### src/rtl/hazard_scoreboard_unit_if.sv
// Bundle of ID-stage request, control and scoreboard status signals between
// the pipeline core (master) and the hazard/forwarding controller (slave).
interface hazard_scoreboard_unit_if #(
  parameter int REG_ADDR_W = 4,
  parameter int NUM_SRC    = 2,
  parameter int DEPTH      = 2,
  parameter int CNT_W      = 16
);
  localparam int SEL_W = $clog2(DEPTH + 1);

  logic                          id_valid;
  logic [NUM_SRC*REG_ADDR_W-1:0] id_src;
  logic [NUM_SRC-1:0]            id_src_valid;
  logic [REG_ADDR_W-1:0]         id_dest;
  logic                          id_wb_en;
  logic                          id_mem_r_en;
  logic                          forward_en;
  logic                          freeze;
  logic                          flush;
  logic                          clr_stats;
  logic                          hazard_detected;
  logic [NUM_SRC*SEL_W-1:0]      fwd_sel;
  logic [DEPTH-1:0]              sb_valid;
  logic [CNT_W-1:0]              stall_count;

  modport master (
    output id_valid, id_src, id_src_valid, id_dest, id_wb_en, id_mem_r_en,
           forward_en, freeze, flush, clr_stats,
    input  hazard_detected, fwd_sel, sb_valid, stall_count
  );

  modport slave (
    input  id_valid, id_src, id_src_valid, id_dest, id_wb_en, id_mem_r_en,
           forward_en, freeze, flush, clr_stats,
    output hazard_detected, fwd_sel, sb_valid, stall_count
  );
endinterface

### src/rtl/hazard_scoreboard_unit.sv
// Hazard detection and forwarding select generation from a shift-register
// scoreboard of in-flight writers (slot 0 = EXE, slot 1 = MEM, ...).
module hazard_scoreboard_unit #(
  parameter int REG_ADDR_W = 4,
  parameter int NUM_SRC    = 2,
  parameter int DEPTH      = 2,
  parameter int LOAD_READY = 1,
  parameter int CNT_W      = 16
) (
  input logic                    clk,
  input logic                    rst,
  hazard_scoreboard_unit_if.slave bus
);
  localparam int SEL_W = $clog2(DEPTH + 1);

  logic [DEPTH-1:0]                 valid_q, valid_d;
  logic [DEPTH-1:0]                 load_q, load_d;
  logic [DEPTH-1:0][REG_ADDR_W-1:0] dest_q, dest_d;
  logic [NUM_SRC*SEL_W-1:0]         fwd_sel_q, fwd_sel_d;
  logic [CNT_W-1:0]                 stall_count_q, stall_count_d;

  logic [NUM_SRC-1:0][DEPTH-1:0]    match;
  logic [NUM_SRC*SEL_W-1:0]         fwd_next;
  logic [SEL_W-1:0]                 sel;
  logic                             hz_raw;
  logic                             hazard;
  logic                             enter;

  always_comb begin
    match    = '0;
    hz_raw   = 1'b0;
    fwd_next = '0;
    sel      = '0;
    for (int i = 0; i < NUM_SRC; i++) begin
      for (int j = 0; j < DEPTH; j++) begin
        match[i][j] = bus.id_valid & bus.id_src_valid[i] & valid_q[j] &
                      (dest_q[j] == bus.id_src[i*REG_ADDR_W +: REG_ADDR_W]);
        // With forwarding, only a load too young to have its data stalls.
        if (match[i][j] && (!bus.forward_en || (load_q[j] && (j < LOAD_READY))))
          hz_raw = 1'b1;
      end
      // Scan oldest to youngest so the youngest matching writer wins.
      sel = '0;
      for (int j = DEPTH - 1; j >= 0; j--) begin
        if (match[i][j])
          sel = SEL_W'(j + 1);
      end
      if (!bus.forward_en)
        sel = '0;
      fwd_next[i*SEL_W +: SEL_W] = sel;
    end

    hazard = hz_raw & bus.id_valid & ~bus.flush;
    enter  = bus.id_valid & bus.id_wb_en & ~hazard & ~bus.flush;

    valid_d       = valid_q;
    load_d        = load_q;
    dest_d        = dest_q;
    fwd_sel_d     = fwd_sel_q;
    stall_count_d = stall_count_q;
    if (!bus.freeze) begin
      valid_d   = {valid_q[DEPTH-2:0], enter};
      load_d    = {load_q[DEPTH-2:0], enter & bus.id_mem_r_en};
      dest_d[0] = enter ? bus.id_dest : '0;
      for (int j = 1; j < DEPTH; j++)
        dest_d[j] = dest_q[j-1];
      fwd_sel_d = enter ? fwd_next : '0;
      if (hazard && (stall_count_q != {CNT_W{1'b1}}))
        stall_count_d = stall_count_q + CNT_W'(1);
    end
    if (bus.clr_stats)
      stall_count_d = '0;
  end

  always_ff @(posedge clk or posedge rst) begin
    if (rst) begin
      valid_q       <= '0;
      load_q        <= '0;
      dest_q        <= '0;
      fwd_sel_q     <= '0;
      stall_count_q <= '0;
    end else begin
      valid_q       <= valid_d;
      load_q        <= load_d;
      dest_q        <= dest_d;
      fwd_sel_q     <= fwd_sel_d;
      stall_count_q <= stall_count_d;
    end
  end

  assign bus.hazard_detected = hazard;
  assign bus.fwd_sel         = fwd_sel_q;
  assign bus.sb_valid        = valid_q;
  assign bus.stall_count     = stall_count_q;
endmodule
### src/flat_wrapper.sv
// flat-port wrapper written by rule: the top's interface ports become plain ports
module hazard_scoreboard_unit_flat 
#(
  parameter int REG_ADDR_W = 4,
  parameter int NUM_SRC    = 2,
  parameter int DEPTH      = 2,
  parameter int LOAD_READY = 1,
  parameter int CNT_W      = 16
)
  (clk, rst, bus_id_valid, bus_id_src, bus_id_src_valid, bus_id_dest, bus_id_wb_en, bus_id_mem_r_en, bus_forward_en, bus_freeze, bus_flush, bus_clr_stats, bus_hazard_detected, bus_fwd_sel, bus_sb_valid, bus_stall_count);
  hazard_scoreboard_unit_if #(.REG_ADDR_W(REG_ADDR_W), .NUM_SRC(NUM_SRC), .DEPTH(DEPTH), .CNT_W(CNT_W)) bus_i ();
  input logic clk;
  input logic rst;
  input wire logic [$bits(bus_i.id_valid)-1:0] bus_id_valid;
  input wire logic [$bits(bus_i.id_src)-1:0] bus_id_src;
  input wire logic [$bits(bus_i.id_src_valid)-1:0] bus_id_src_valid;
  input wire logic [$bits(bus_i.id_dest)-1:0] bus_id_dest;
  input wire logic [$bits(bus_i.id_wb_en)-1:0] bus_id_wb_en;
  input wire logic [$bits(bus_i.id_mem_r_en)-1:0] bus_id_mem_r_en;
  input wire logic [$bits(bus_i.forward_en)-1:0] bus_forward_en;
  input wire logic [$bits(bus_i.freeze)-1:0] bus_freeze;
  input wire logic [$bits(bus_i.flush)-1:0] bus_flush;
  input wire logic [$bits(bus_i.clr_stats)-1:0] bus_clr_stats;
  output wire logic [$bits(bus_i.hazard_detected)-1:0] bus_hazard_detected;
  output wire logic [$bits(bus_i.fwd_sel)-1:0] bus_fwd_sel;
  output wire logic [$bits(bus_i.sb_valid)-1:0] bus_sb_valid;
  output wire logic [$bits(bus_i.stall_count)-1:0] bus_stall_count;
  assign bus_i.id_valid = bus_id_valid;
  assign bus_i.id_src = bus_id_src;
  assign bus_i.id_src_valid = bus_id_src_valid;
  assign bus_i.id_dest = bus_id_dest;
  assign bus_i.id_wb_en = bus_id_wb_en;
  assign bus_i.id_mem_r_en = bus_id_mem_r_en;
  assign bus_i.forward_en = bus_forward_en;
  assign bus_i.freeze = bus_freeze;
  assign bus_i.flush = bus_flush;
  assign bus_i.clr_stats = bus_clr_stats;
  assign bus_hazard_detected = bus_i.hazard_detected;
  assign bus_fwd_sel = bus_i.fwd_sel;
  assign bus_sb_valid = bus_i.sb_valid;
  assign bus_stall_count = bus_i.stall_count;
  hazard_scoreboard_unit #(.REG_ADDR_W(REG_ADDR_W), .NUM_SRC(NUM_SRC), .DEPTH(DEPTH), .LOAD_READY(LOAD_READY), .CNT_W(CNT_W)) u_core (.clk(clk), .rst(rst), .bus(bus_i));
endmodule
### config.mk
export PLATFORM = sky130hd
export DESIGN_NAME = hazard_scoreboard_unit_flat
export DESIGN_NICKNAME = d
export VERILOG_FILES = /design/src/rtl/hazard_scoreboard_unit_if.sv /design/src/rtl/hazard_scoreboard_unit.sv /design/src/flat_wrapper.sv
export SDC_FILE = /design/constraint.sdc
export NUM_CORES = 1
export LEC_CHECK = 0
export ABC_AREA = 1
export CAP_MARGIN = 10
export CORE_UTILIZATION = 43
export DETAILED_ROUTE_END_ITERATION = 16
export GPL_TIMING_DRIVEN = 0
export PLACE_DENSITY = 0.7
export SLEW_MARGIN = 20
export SYNTH_ARGS = -nofsm -noshare
export SYNTH_HDL_FRONTEND = slang
export SYNTH_SLANG_ARGS = --single-unit
### constraint.sdc
create_clock -name clk -period 2.3 [get_ports clk]
set_input_delay 0.345 -clock clk [delete_from_list [all_inputs] [get_ports clk]]
set_output_delay 0.345 -clock clk [all_outputs]
set_load 0.01 [all_outputs]
# [Word-level counts from Yosys, hierarchy flattened]
# Index checks and enable logic that the tools add are counted.
# W data, S select, Z words.
[classes] add_sub_neg=1 eq_ne=6 muxes=15 n_bitwise=18 n_reduce_logical=9
[ops] op="$mux W16" n=3
[ops] op="$add A16 B1 Y16 const B" n=1
[ops] op="$and A1 B1 Y1" n=16
[ops] op="$eq A4 B4 Y1" n=4
[ops] op="$ne A16 B16 Y1 const B" n=1
[ops] op="$mux W2" n=6
[ops] op="$mux W4" n=2
[ops] op="$logic_and A1 B1 Y1" n=5
[ops] op="$mux W1" n=4
[ops] op="$ne A2 B1 Y1 const B" n=1
[ops] op="$not A1 Y1" n=2
[ops] op="$reduce_and A2 Y1" n=1
[ops] op="$reduce_bool A2 Y1" n=1
[ops] op="$logic_not A1 Y1" n=1
[ops] op="$logic_or A1 B1 Y1" n=1
[word_totals] regBits=31 in_bits=23 output_inout_bits=23 wordCells=55

# [Depth between registers and ports, before layout]
[depth] word_depth=14 ltp_mapped=12 mapped_depth_nobuf=11

# [Worst setup path before layout]
# No wires, ideal clock.
[synth_timing] kind="reg-to-output" startpoint="register u_core.dest_q[3] (netlist bit)" endpoint="output bus_hazard_detected" arrival_time_ns=1.379 required_ns=1.955 setup_slack_ns=0.576 stages_incl_launch_ff=12 path_buffers=1 cell_sequence="dfrtp_1 inv_2 nand2_1 nand2_1 nor2_1 nand3_1 nand2_1 nand2_1 nand2_4 inv_1 buf_2 nor2_1"
[synth_via] elab_chain_cells=9 elab_cells_between_ends=12 cone_classes="eq/ne: 2; mux: 4; bitwise: 4; reduce/logical: 2"
[synth_lines] item="start: declaration" line="hazard_scoreboard_unit.sv:18" rtl="logic [DEPTH-1:0][REG_ADDR_W-1:0] dest_q, dest_d;"
[synth_lines] item="start signal: assignment" line="hazard_scoreboard_unit.sv:85" rtl="dest_q <= dest_d;"
[synth_lines] item="$eq A4 B4 Y1" line="hazard_scoreboard_unit.sv:37" rtl="(dest_q[j] == bus.id_src[i*REG_ADDR_W +: REG_ADDR_W]);"
[synth_lines] item="$and A1 B1 Y1" line="hazard_scoreboard_unit.sv:36" rtl="match[i][j] = bus.id_valid & bus.id_src_valid[i] & valid_q[j] &"
[synth_lines] item="$logic_and A1 B1 Y1" line="hazard_scoreboard_unit.sv:39" rtl="if (match[i][j] && (!bus.forward_en || (load_q[j] && (j < LOAD_READY))))"
[synth_lines] item="$mux W1 (2 in series)" line="hazard_scoreboard_unit.sv:39"
[synth_lines] item="$mux W1 * (2 in series)" line="hazard_scoreboard_unit.sv:39"
[synth_lines] item="$and A1 B1 Y1 * (2 in series)" line="hazard_scoreboard_unit.sv:53" rtl="hazard = hz_raw & bus.id_valid & ~bus.flush;"
[synth_lines] item="end: declaration" line="flat_wrapper.sv:24" rtl="output wire logic [$bits(bus_i.hazard_detected)-1:0] bus_hazard_detected;"
# Every way passes the cells marked *; elsewhere a longest branch is shown, timed or not.

# [Worst setup path after layout]
[layout_timing] startpoint="input bus_id_src[4]" endpoint="output bus_hazard_detected"
[layout_via] elab_chain_cells=7 elab_cells_between_ends=10 cone_classes="eq/ne: 2; mux: 2; bitwise: 4; reduce/logical: 2"
[layout_lines] item="start: declaration" line="flat_wrapper.sv:15" rtl="input wire logic [$bits(bus_i.id_src)-1:0] bus_id_src;"
[layout_lines] item="$eq A4 B4 Y1" line="hazard_scoreboard_unit.sv:37"
[layout_lines] item="$and A1 B1 Y1" line="hazard_scoreboard_unit.sv:36"
[layout_lines] item="$logic_and A1 B1 Y1" line="hazard_scoreboard_unit.sv:39"
[layout_lines] item="$mux W1" line="hazard_scoreboard_unit.sv:39"
[layout_lines] item="$mux W1 *" line="hazard_scoreboard_unit.sv:39"
[layout_lines] item="$and A1 B1 Y1 * (2 in series)" line="hazard_scoreboard_unit.sv:53"
# Marked as above.

==> flow_metrics.py <==
metrics = {
    "status": {
        "outcome": "complete, no violations",
    },
    "critical_path": {
        "critPathLaunch": "bus_id_src[4]",
        "critPathArrivalTime_ns": 1.84,
        "cp_data_required_time_ns": 1.96,
        "cp_common_cell": "nand2_1",
        "endpoint_kind": "output pin",
        "crit_chain": "clkdlybuf4s50_1, inv_1, nand2_1, nand2_1, nor2_2, nand3_2, nand2_1, nand2_1, nand2_4, clkinvlp_4, nor2_1, buf_2",
        "cp_max_fo": 3,
        "slowest_stage": "clkdlybuf4s50_1",
        "max_stage_delay_ns": 0.51,
        "path_class": "primary input to output pin",
        "startpoint_type": "primary input",
        "crit-reg2reg-launch": "u_core.dest_q[1]",
    },
    "hold_path": {
        "min_path_type": "primary input to asynchronous set/reset pin",
    },
    "placed_design": {
        "place_congestion": 0.896,
        "numPlacedInstances": 395,
        "dpl.hpwl_mm": 3.70,
        "io_buffers": 45,
    },
    "finish": {
        "fillerInstances": 433,
        "nets": 377,
        "layout_commonest_cell": "nand2_1",
        "drive_above_1_share_pct": 10.2,
        "instances_no_fill": 406,
        "n_antenna_cell": 0,
        "layout_common_cells": "108 x nand2_1, 41 x clkdlybuf4s50_1, 34 x nand3_1, 32 x inv_1, 31 x dfrtp_1",
        "area_growth_pct": 32.3,
    },
    "clock_tree": {
        "cts_buffers": 5,
        "clk_latency_ns": 0.28,
        "cts-root-buf": "clkbuf_8",
        "clk_pin_slew_ns": 0.07,
        "htreeDepth": 2,
        "clock_sinks": 31,
        "cts-hold-fix-buffers": 0,
        "ctsLongestPathBuffers": 2,
        "cts_tree": "yes",
    },
    "logic_synthesis": {
        "synth_area_per_cell_um2": 6.89,
        "netlist_instances": 298,
        "ys_async_sr_fraction_pct": 100,
        "synth.largest_area_cell": "dfrtp_1",
        "synth-seq-cells": 31,
        "yosysTopAreaCellShare_pct": 37.8,
        "ys_seq_area_share_pct": 37.8,
        "synth.distinct_cells": 25,
        "ys.flop_type": "dfrtp_1",
        "synth_edf_count": 0,
        "synth_area_leaders": "dfrtp_1 38%, nand2_1 20%, nand3_1 8.8%",
        "syn_area_um2": 2050,
        "yosysWarnings": 0,
        "syn_nets": 322,
    },
    "timing": {
        "worst_pin_slew_ns": 0.658,
        "min_period_over_period_pct": 94.8,
        "hold_slack_ns": 0.478,
        "setup-violations-final": 0,
        "maxSlewHeadroom_pct": 56.1,
        "fin_skew_ns": 0.00473,
        "period_needed_ns": 2.18,
        "slew_violations": 0,
        "hold_viol_final": 0,
        "fmax_mhz": 459,
    },
    "drt": {
        "post-route-drc-count": 0,
        "via_per_inst": 4.97,
        "drtIter0Drc": 94,
        "via_count": 2016,
        "first_pass_iters": 6,
        "antenna_left": 0,
        "wirelength_mm": 5.21,
        "routedWlPerCell_um": 12.8,
    },
    "global_route": {
        "antenna_found_initial": 0,
        "grt.total_usage_pct": 22.6,
        "overflow": 0,
        "grt_max_degree": 32,
        "grt_pass1_vias": 1852,
        "grt_pass1_wl_mm": 8.80,
    },
    "power_and_ir_drop": {
        "p_per_area_nw_per_um2": 437,
        "finalPower_mw": 1.19,
        "vdd_drop_max_mv": 0.295,
        "p_leak_nw": 1.42,
    },
    "die": {
        "placement_rows": 24,
        "initial_utilization_pct": 45.9,
        "die_h_um": 71.1,
        "ioPinCount": 46,
        "dieWidth_um": 71.1,
        "core_um2": 4470,
        "die_area_um2": 5060,
    },
    "run": {
        "cap_violations": 0,
    },
}
[worst paths after layout]
check                      depth (start not counted)  slack (ns)                        end
setup / recovery                                  12        0.12        bus_hazard_detected
hold / removal                                     2        0.48           u_core.dest_q[5]
setup reg to reg                                  11        0.47  u_core.bus.stall_count[6]
hold reg to reg                                    2        0.48      u_core.bus.fwd_sel[0]
max in group asynchronous                          2        1.39  u_core.bus.stall_count[1]
min in group clk                                   2        0.48      u_core.bus.fwd_sel[0]
[registers in the layout (all words and copies together) (netlist names)]
register                cells
u_core.bus.stall_count     16
u_core.dest_q               8
u_core.bus.fwd_sel          4
u_core.bus.sb_valid         2
u_core.load_q               1
[kinds of logic (layout without fill, tap and decap cells)]
group                      after synthesis  count (layout)  share of synthesized area (%)
adders and majority gates                1               1                          0.609
xor gates and xnor gates                16              16                           6.82
AOI/OAI and AO/OA                        9               9                           2.44
and+or+nand+nor                        192             192                           41.7
DFF                                     31              31                           37.8
buffers and inverters                   49             105                           10.7
[synth_stat cells, types with 3 or more instances]
library cell / number
nor2_1: 24
inv_2: 4
buf_2: 4
xor2_1: 12
nand4_1: 16
xnor2_1: 4
inv_1: 34
nand3_1: 36
o21ai_0: 6
nand2_1: 108
dfrtp_1: 31
clkbuf_1: 3
[layer usage]
| metal | up-vias | track usage [%] | wire, um |
|---|---|---|---|
| met5 | - | 0 | 0 |
| met4 | 0 | 6.89 | 54 |
| met3 | 5 | 4.70 | 278 |
| met2 | 47 | 34.0 | 2320 |
| met1 | 913 | 32.8 | 2560 |
| li1 | 1051 | - | - |
[where the power goes]
| part | switching (mW) | internal (mW) |
|---|---|---|
| clock network | 0.208 | 0.273 |
| registers | 0.0115 | 0.554 |
| logic | 0.0767 | 0.0642 |
[worst max-delay path, delay by kind of cell]
kind | cells | cell delay [ns]
buf+inv | 4 | 0.80
simple gates | 8 | 0.69
[area by class of cell]
cell class              instances  area (um^2)  area share (%)
inverters                      38          146            5.39
plain buffers                  10         72.6            2.67
well taps                      52         65.1            2.39
repair buffers                 49          479            17.6
flip-flops and latches         31          776            28.5
clock buffers                   8          100            3.68
multi-input cells             218         1080            39.7
[stage by stage]
| stage | TNS (ns) | setup WS [ns] | utilization [%] | cell area (um^2) |
|---|---|---|---|---|
| 2_1_floorplan | 0 | 0.576 | - | 2050 |
| 3_3_place_gp | -0.548 | -0.548 | 57.4 | 2570 |
| 3_5_place_dp | -0.567 | -0.567 | 57.4 | 2570 |
| 4_1_cts | 0 | 0.0166 | 60.2 | 2690 |
| 5_1_grt | -0.00727 | -0.00727 | 60.7 | 2720 |
| 6_report | 0 | 0.120 | 60.7 | 2720 |
[repair_timing]
item | in CTS | in global routing
setup endpoints to repair | 1 | 1
buffers inserted | 2 | 2
resized for setup | 8 | 6
pin swaps | 3 | 2
Note: power is estimated with default switching activity, not from simulation.
